===== config.mk =====
export PLATFORM = sky130hd
export DESIGN_NAME = ddram_fill
export DESIGN_NICKNAME = d
export VERILOG_FILES = /design/src/rtl/ddram_fill.sv
export SDC_FILE = /design/constraint.sdc
export NUM_CORES = 1
export LEC_CHECK = 0
export ABC_AREA = 1
export BUFFER_PORTS_ARGS = -buffer_cell sky130_fd_sc_hd__buf_2
export CAP_MARGIN = 15
export CORE_MARGIN = 2
export CORE_UTILIZATION = 30
export DETAILED_ROUTE_END_ITERATION = 10
export HOLD_SLACK_MARGIN = 0.1
export SYNTH_ARGS = -nofsm -noshare
export SYNTH_HDL_FRONTEND = slang
export SYNTH_SLANG_ARGS = --single-unit
export TNS_END_PERCENT = 1

===== constraint.sdc =====
create_clock -name clk_sys -period 2.3 [get_ports clk_sys]
set_input_delay 0.23 -clock clk_sys [delete_from_list [all_inputs] [get_ports clk_sys]]
set_output_delay 0.23 -clock clk_sys [all_outputs]
set_load 0.05 [all_outputs]

===== src/rtl/ddram_fill.sv =====
// ddram_fill: paced DDR3 region fill engine.
// Writes a 64-bit pattern over [BASE, BASE+WORDS) in fixed-length Avalon
// write bursts. Each burst is released by one credit taken from the
// upstream step strobe, so the fill rate follows the upstream counter.
module ddram_fill #(
  parameter int          BURST = 8,
  parameter logic [28:0] BASE  = 29'h0600_0000,
  parameter logic [28:0] WORDS = 29'h0020_0000
) (
  input  logic        clk_sys,
  input  logic        RESET,
  input  logic        start,
  input  logic        step,
  input  logic [63:0] pattern,
  input  logic        DDRAM_BUSY,
  output logic [28:0] DDRAM_ADDR,
  output logic [7:0]  DDRAM_BURSTCNT,
  output logic [63:0] DDRAM_DIN,
  output logic [7:0]  DDRAM_BE,
  output logic        DDRAM_WE,
  output logic        DDRAM_RD,
  output logic        active,
  output logic        done
);

  // End address wraps modulo 2^29 like the rest of the address arithmetic.
  localparam logic [28:0] END_ADDR   = BASE + WORDS;
  localparam logic [28:0] BURST_STEP = 29'(BURST);
  localparam logic [7:0]  BEAT_LAST  = 8'(BURST - 1);

  typedef enum logic [1:0] {
    S_IDLE        = 2'd0,
    S_WAIT_CREDIT = 2'd1,
    S_BURST       = 2'd2,
    S_DONE        = 2'd3
  } state_t;

  state_t      r_state;
  state_t      w_state_next;

  logic [3:0]  r_credit;
  logic [7:0]  r_beat;
  logic [28:0] r_cur_addr;
  logic [28:0] r_addr;
  logic [63:0] r_din;
  logic        r_we;

  logic        w_start_ok;
  logic        w_consume;
  logic        w_accept;
  logic        w_last;
  logic [28:0] w_next_addr;

  // start only counts when no pass is running; a burst is released when
  // a credit is waiting; a beat moves when the slave is not stalling.
  assign w_start_ok  = start && ((r_state == S_IDLE) || (r_state == S_DONE));
  assign w_consume   = (r_state == S_WAIT_CREDIT) && (r_credit != 4'd0);
  assign w_accept    = (r_state == S_BURST) && r_we && !DDRAM_BUSY;
  assign w_last      = w_accept && (r_beat == BEAT_LAST);
  assign w_next_addr = r_cur_addr + BURST_STEP;

  // State register.
  always_ff @(posedge clk_sys) begin
    if (!RESET) begin
      r_state <= S_IDLE;
    end else begin
      r_state <= w_state_next;
    end
  end

  // Next-state logic.
  always_comb begin
    w_state_next = r_state;
    case (r_state)
      S_IDLE, S_DONE: begin
        if (start) begin
          w_state_next = S_WAIT_CREDIT;
        end
      end
      S_WAIT_CREDIT: begin
        if (r_credit != 4'd0) begin
          w_state_next = S_BURST;
        end
      end
      S_BURST: begin
        if (w_last) begin
          w_state_next = (w_next_addr == END_ADDR) ? S_DONE : S_WAIT_CREDIT;
        end
      end
      default: w_state_next = S_IDLE;
    endcase
  end

  // Status outputs decoded from the state.
  always_comb begin
    active = 1'b0;
    done   = 1'b0;
    case (r_state)
      S_WAIT_CREDIT, S_BURST: active = 1'b1;
      S_DONE:                 done   = 1'b1;
      default: begin
        active = 1'b0;
        done   = 1'b0;
      end
    endcase
  end

  // Credit counter: saturating up on step, down when a burst is released;
  // both on the same cycle cancel out. Runs in every state.
  always_ff @(posedge clk_sys) begin
    if (!RESET) begin
      r_credit <= 4'd0;
    end else if (step && w_consume) begin
      r_credit <= r_credit;
    end else if (step) begin
      if (r_credit != 4'hF) begin
        r_credit <= r_credit + 4'd1;
      end
    end else if (w_consume) begin
      r_credit <= r_credit - 4'd1;
    end
  end

  // Burst datapath: address/data are captured once per burst and held
  // (including through waitrequest) until the last beat is accepted.
  always_ff @(posedge clk_sys) begin
    if (!RESET) begin
      r_cur_addr <= BASE;
      r_beat     <= 8'd0;
      r_addr     <= BASE;
      r_din      <= 64'd0;
      r_we       <= 1'b0;
    end else begin
      if (w_start_ok) begin
        r_cur_addr <= BASE;
        r_beat     <= 8'd0;
      end
      if (w_consume) begin
        r_addr <= r_cur_addr;
        r_din  <= pattern;
        r_we   <= 1'b1;
      end
      if (w_accept) begin
        if (w_last) begin
          r_beat     <= 8'd0;
          r_we       <= 1'b0;
          r_cur_addr <= w_next_addr;
        end else begin
          r_beat <= r_beat + 8'd1;
        end
      end
    end
  end

  assign DDRAM_ADDR     = r_addr;
  assign DDRAM_DIN      = r_din;
  assign DDRAM_WE       = r_we;
  assign DDRAM_BURSTCNT = 8'(BURST);
  assign DDRAM_BE       = 8'hFF;
  assign DDRAM_RD       = 1'b0;

endmodule


==> results.ini <==
[timing]
tns_ps=0
setup_viol=0
fin_crit_ps=2000
slew_headroom_pct=63.0
setup_ws_ps=296
fmax_mhz=499
finalHoldViolations=0
fin_crit_sh_pct=87.1
maxSlewViolCount=0
tightest_slew_ps=553
clock_skew_ps=14.5
whs_ps=108
rsz0062_at_grt=no

[synth]
syn_area_mm2=0.00600
seq_area_frac_synth_pct=45.7
ys_types=35
synth_edf_count=0
ys.flop_type=dfxtp_1
synthArstFlopShare_pct=0
synth_top_area_cell=dfxtp_1
yosysTopAreaCellShare_pct=45.7
synthCells=851
ys_warn_count=0
synth-seq-cells=137
synthTopCellsByArea=dfxtp_1 (46%), nor2_1 (12%), nand2_1 (10%), o21ai_0 (8.8%), a21oi_1 (4.6%)
syn-mean-instance-area_um2=7.05

[worst_setup_path]
startpoint_type=flip-flop
arrival_ps=2360
cp_max_fo=15
worst-setup-path-type=flip-flop to flip-flop
worstPathRequired_ps=2660
crit_path_end_kind=flip-flop

[die]
coreArea_mm2=0.0195
start_util_pct=30.7
die_y_um=145
pin_count=182
die_area_mm2=0.0211
fp-row-count=51
die_w_um=145

[clocking]
cts_setup_buffers=0
cts_root_buf=clkbuf_16
htree_levels=4
clockBufferDepth=2
worstSkewPairLatency_ps=420
cts.clk_slew.worst_paths_ps=60
cts_tree=built
numCtsBuffers=17
cts_num_sinks=137

[grt]
grt_max_degree=57
grt_usage_pct=16.2
antenna_found_initial=0
grt_pass1_vias=5720
grt_overflow=0
grt_pass1_wl_mm=28.0

[route]
wl_mm=17.4
vias=6027
ant_nets=0
first_pass_iters=5
viasPerCell=4.47
wl_per_cell_um=12.9
dr.first_iter.drc_count=374
drc=0

[cells_and_area]
fillCellCount=2017
layout-drive-gt1-share_pct=20.8
n_antenna_cell=0
num-nets-final=1146
fin_cells=1347
area.growth.synth_to_final_pct=38.2

[placement]
place_inst=1252
post-dp-hpwl_mm=11.6
port-buffer-count=164
dp_slack_ps=42.2
gp_congestion=0.860

[pwr]
p_leak_uw=0.00369
irDropWorstVdd_uv=531
p_per_area_mw_per_mm2=1430
p_total_uw=11800

[run_status]
outcome=completed

[worst_hold_path]
min_path_type=primary input to flip-flop

[flow_run]
cap_violations=0

==> logic make-up after synthesis <==
family	count (synthesis)	synth area share [%]
AOI/OAI and AO/OA	176	15.2
xor gates and xnor gates	3	0.438
adders and majority gates	8	1.79
buffers and inverters	109	8.01
DFF	137	45.7
other	2	0.125
and+or+nand+nor	416	28.8
==> routing by layer <==
layer	part of all wire, %	GRT usage, %
met4	1.6	5.78
met1	46	20.1
met5	0	0
met3	4.7	4.01
met2	48	27.6
==> worst max-delay path, cell delays in order (launching register included) <==
cell	delay, ps
dfxtp_1	330
inv_1	70
ha_1	190
nand2_1	60
nor2_1	330
inv_1	150
nor3_4	260
nor2_4	90
buf_4	210
inv_1	100
o21ai_0	80
nand2_1	60
==> placed cells by master, fill, tap and decap left out, types with 2 or more instances in the layout <==
cell           synthesis  layout
nor2_1               195     194
buf_2                  3     164
nand2_1              160     159
dfxtp_1              137     137
o21ai_0              105     105
dlygate4sd3_1          0      63
a21oi_1               55      55
inv_1                 54      53
nand3_1               33      33
conb_1                 2      17
clkbuf_16              0      17
buf_4                 18      11
ha_1                   7       7
nand4_1                6       6
o21ai_1                5       5
nor2_4                 4       5
nand2_2                3       4
a211oi_1               4       4
inv_6                  0       4
nor3_1                 3       3
nand3b_1               3       3
nor2_2                 3       3
clkinvlp_4             0       3
bufinv_16              0       3
o211ai_1               2       2
nand2_4                2       2
xor2_1                 2       2
inv_8                  0       2
clkinv_4               0       2
==> cell usage after synthesis, types with 3 or more instances <==
| master | number |
|---|---|
| o21ai_1 | 5 |
| nand2_1 | 160 |
| a21oi_1 | 55 |
| nand2_2 | 3 |
| a211oi_1 | 4 |
| nor2_2 | 3 |
| nor2_4 | 4 |
| clkbuf_1 | 32 |
| nand3b_1 | 3 |
| buf_4 | 18 |
| nand3_1 | 33 |
| nor3_1 | 3 |
| o21ai_0 | 105 |
| nor2_1 | 195 |
| nand4_1 | 6 |
| dfxtp_1 | 137 |
| buf_2 | 3 |
| inv_1 | 54 |
| ha_1 | 7 |
==> stage by stage <==
step | area, um^2 | utilization (%)
2_1_floorplan | 6060 | -
3_3_place_gp | 7040 | 36.0
3_5_place_dp | 7040 | 36.0
4_1_cts | 8280 | 42.4
5_1_grt | 8290 | 42.5
6_report | 8290 | 42.5
==> what timing repair did <==
action,CTS,global route
hold endpoints to repair,62,1
resized for setup,0,2
hold buffers,62,1
endpoints found under the setup margin,0,4
==> final cells by class <==
class / count / area [um^2] / share of cell area [%]
inverter: 54 / 204 / 2.46
multi-input combinational: 620 / 2840 / 34.3
clock buffer: 18 / 429 / 5.18
clock inverter: 14 / 188 / 2.26
tap: 265 / 332 / 4.00
sequential: 137 / 2740 / 33.1
timing repair buffer: 239 / 1550 / 18.7
==> worst paths after layout <==
path | from | to | slack, ps | cells after the start
hold reg to reg | r_cur_addr[1] | r_cur_addr[1] | 440 | 2
setup / recovery | r_state[0] | r_cur_addr[25] | 300 | 11
setup reg to reg | r_state[0] | r_cur_addr[25] | 300 | 11
hold / removal | pattern[0] | DDRAM_DIN[0] | 110 | 3
==> state kept, by name (all words and copies together), names as in the netlist <==
name        flops
DDRAM_DIN      64
DDRAM_ADDR     29
r_cur_addr     29
r_beat          8
r_credit        4
r_state         2
DDRAM_WE        1
==> power breakdown <==
group | switching (uW) | internal (uW) | total (uW) | leakage (uW)
Clock | 1140 | 1740 | 2870 | 0.000292
Sequential | 385 | 3150 | 3530 | 0.00112
Combinational | 4200 | 1240 | 5440 | 0.00228
Total | 5720 | 6130 | 11800 | 0.00369
Power figures use the tool's default switching activity.
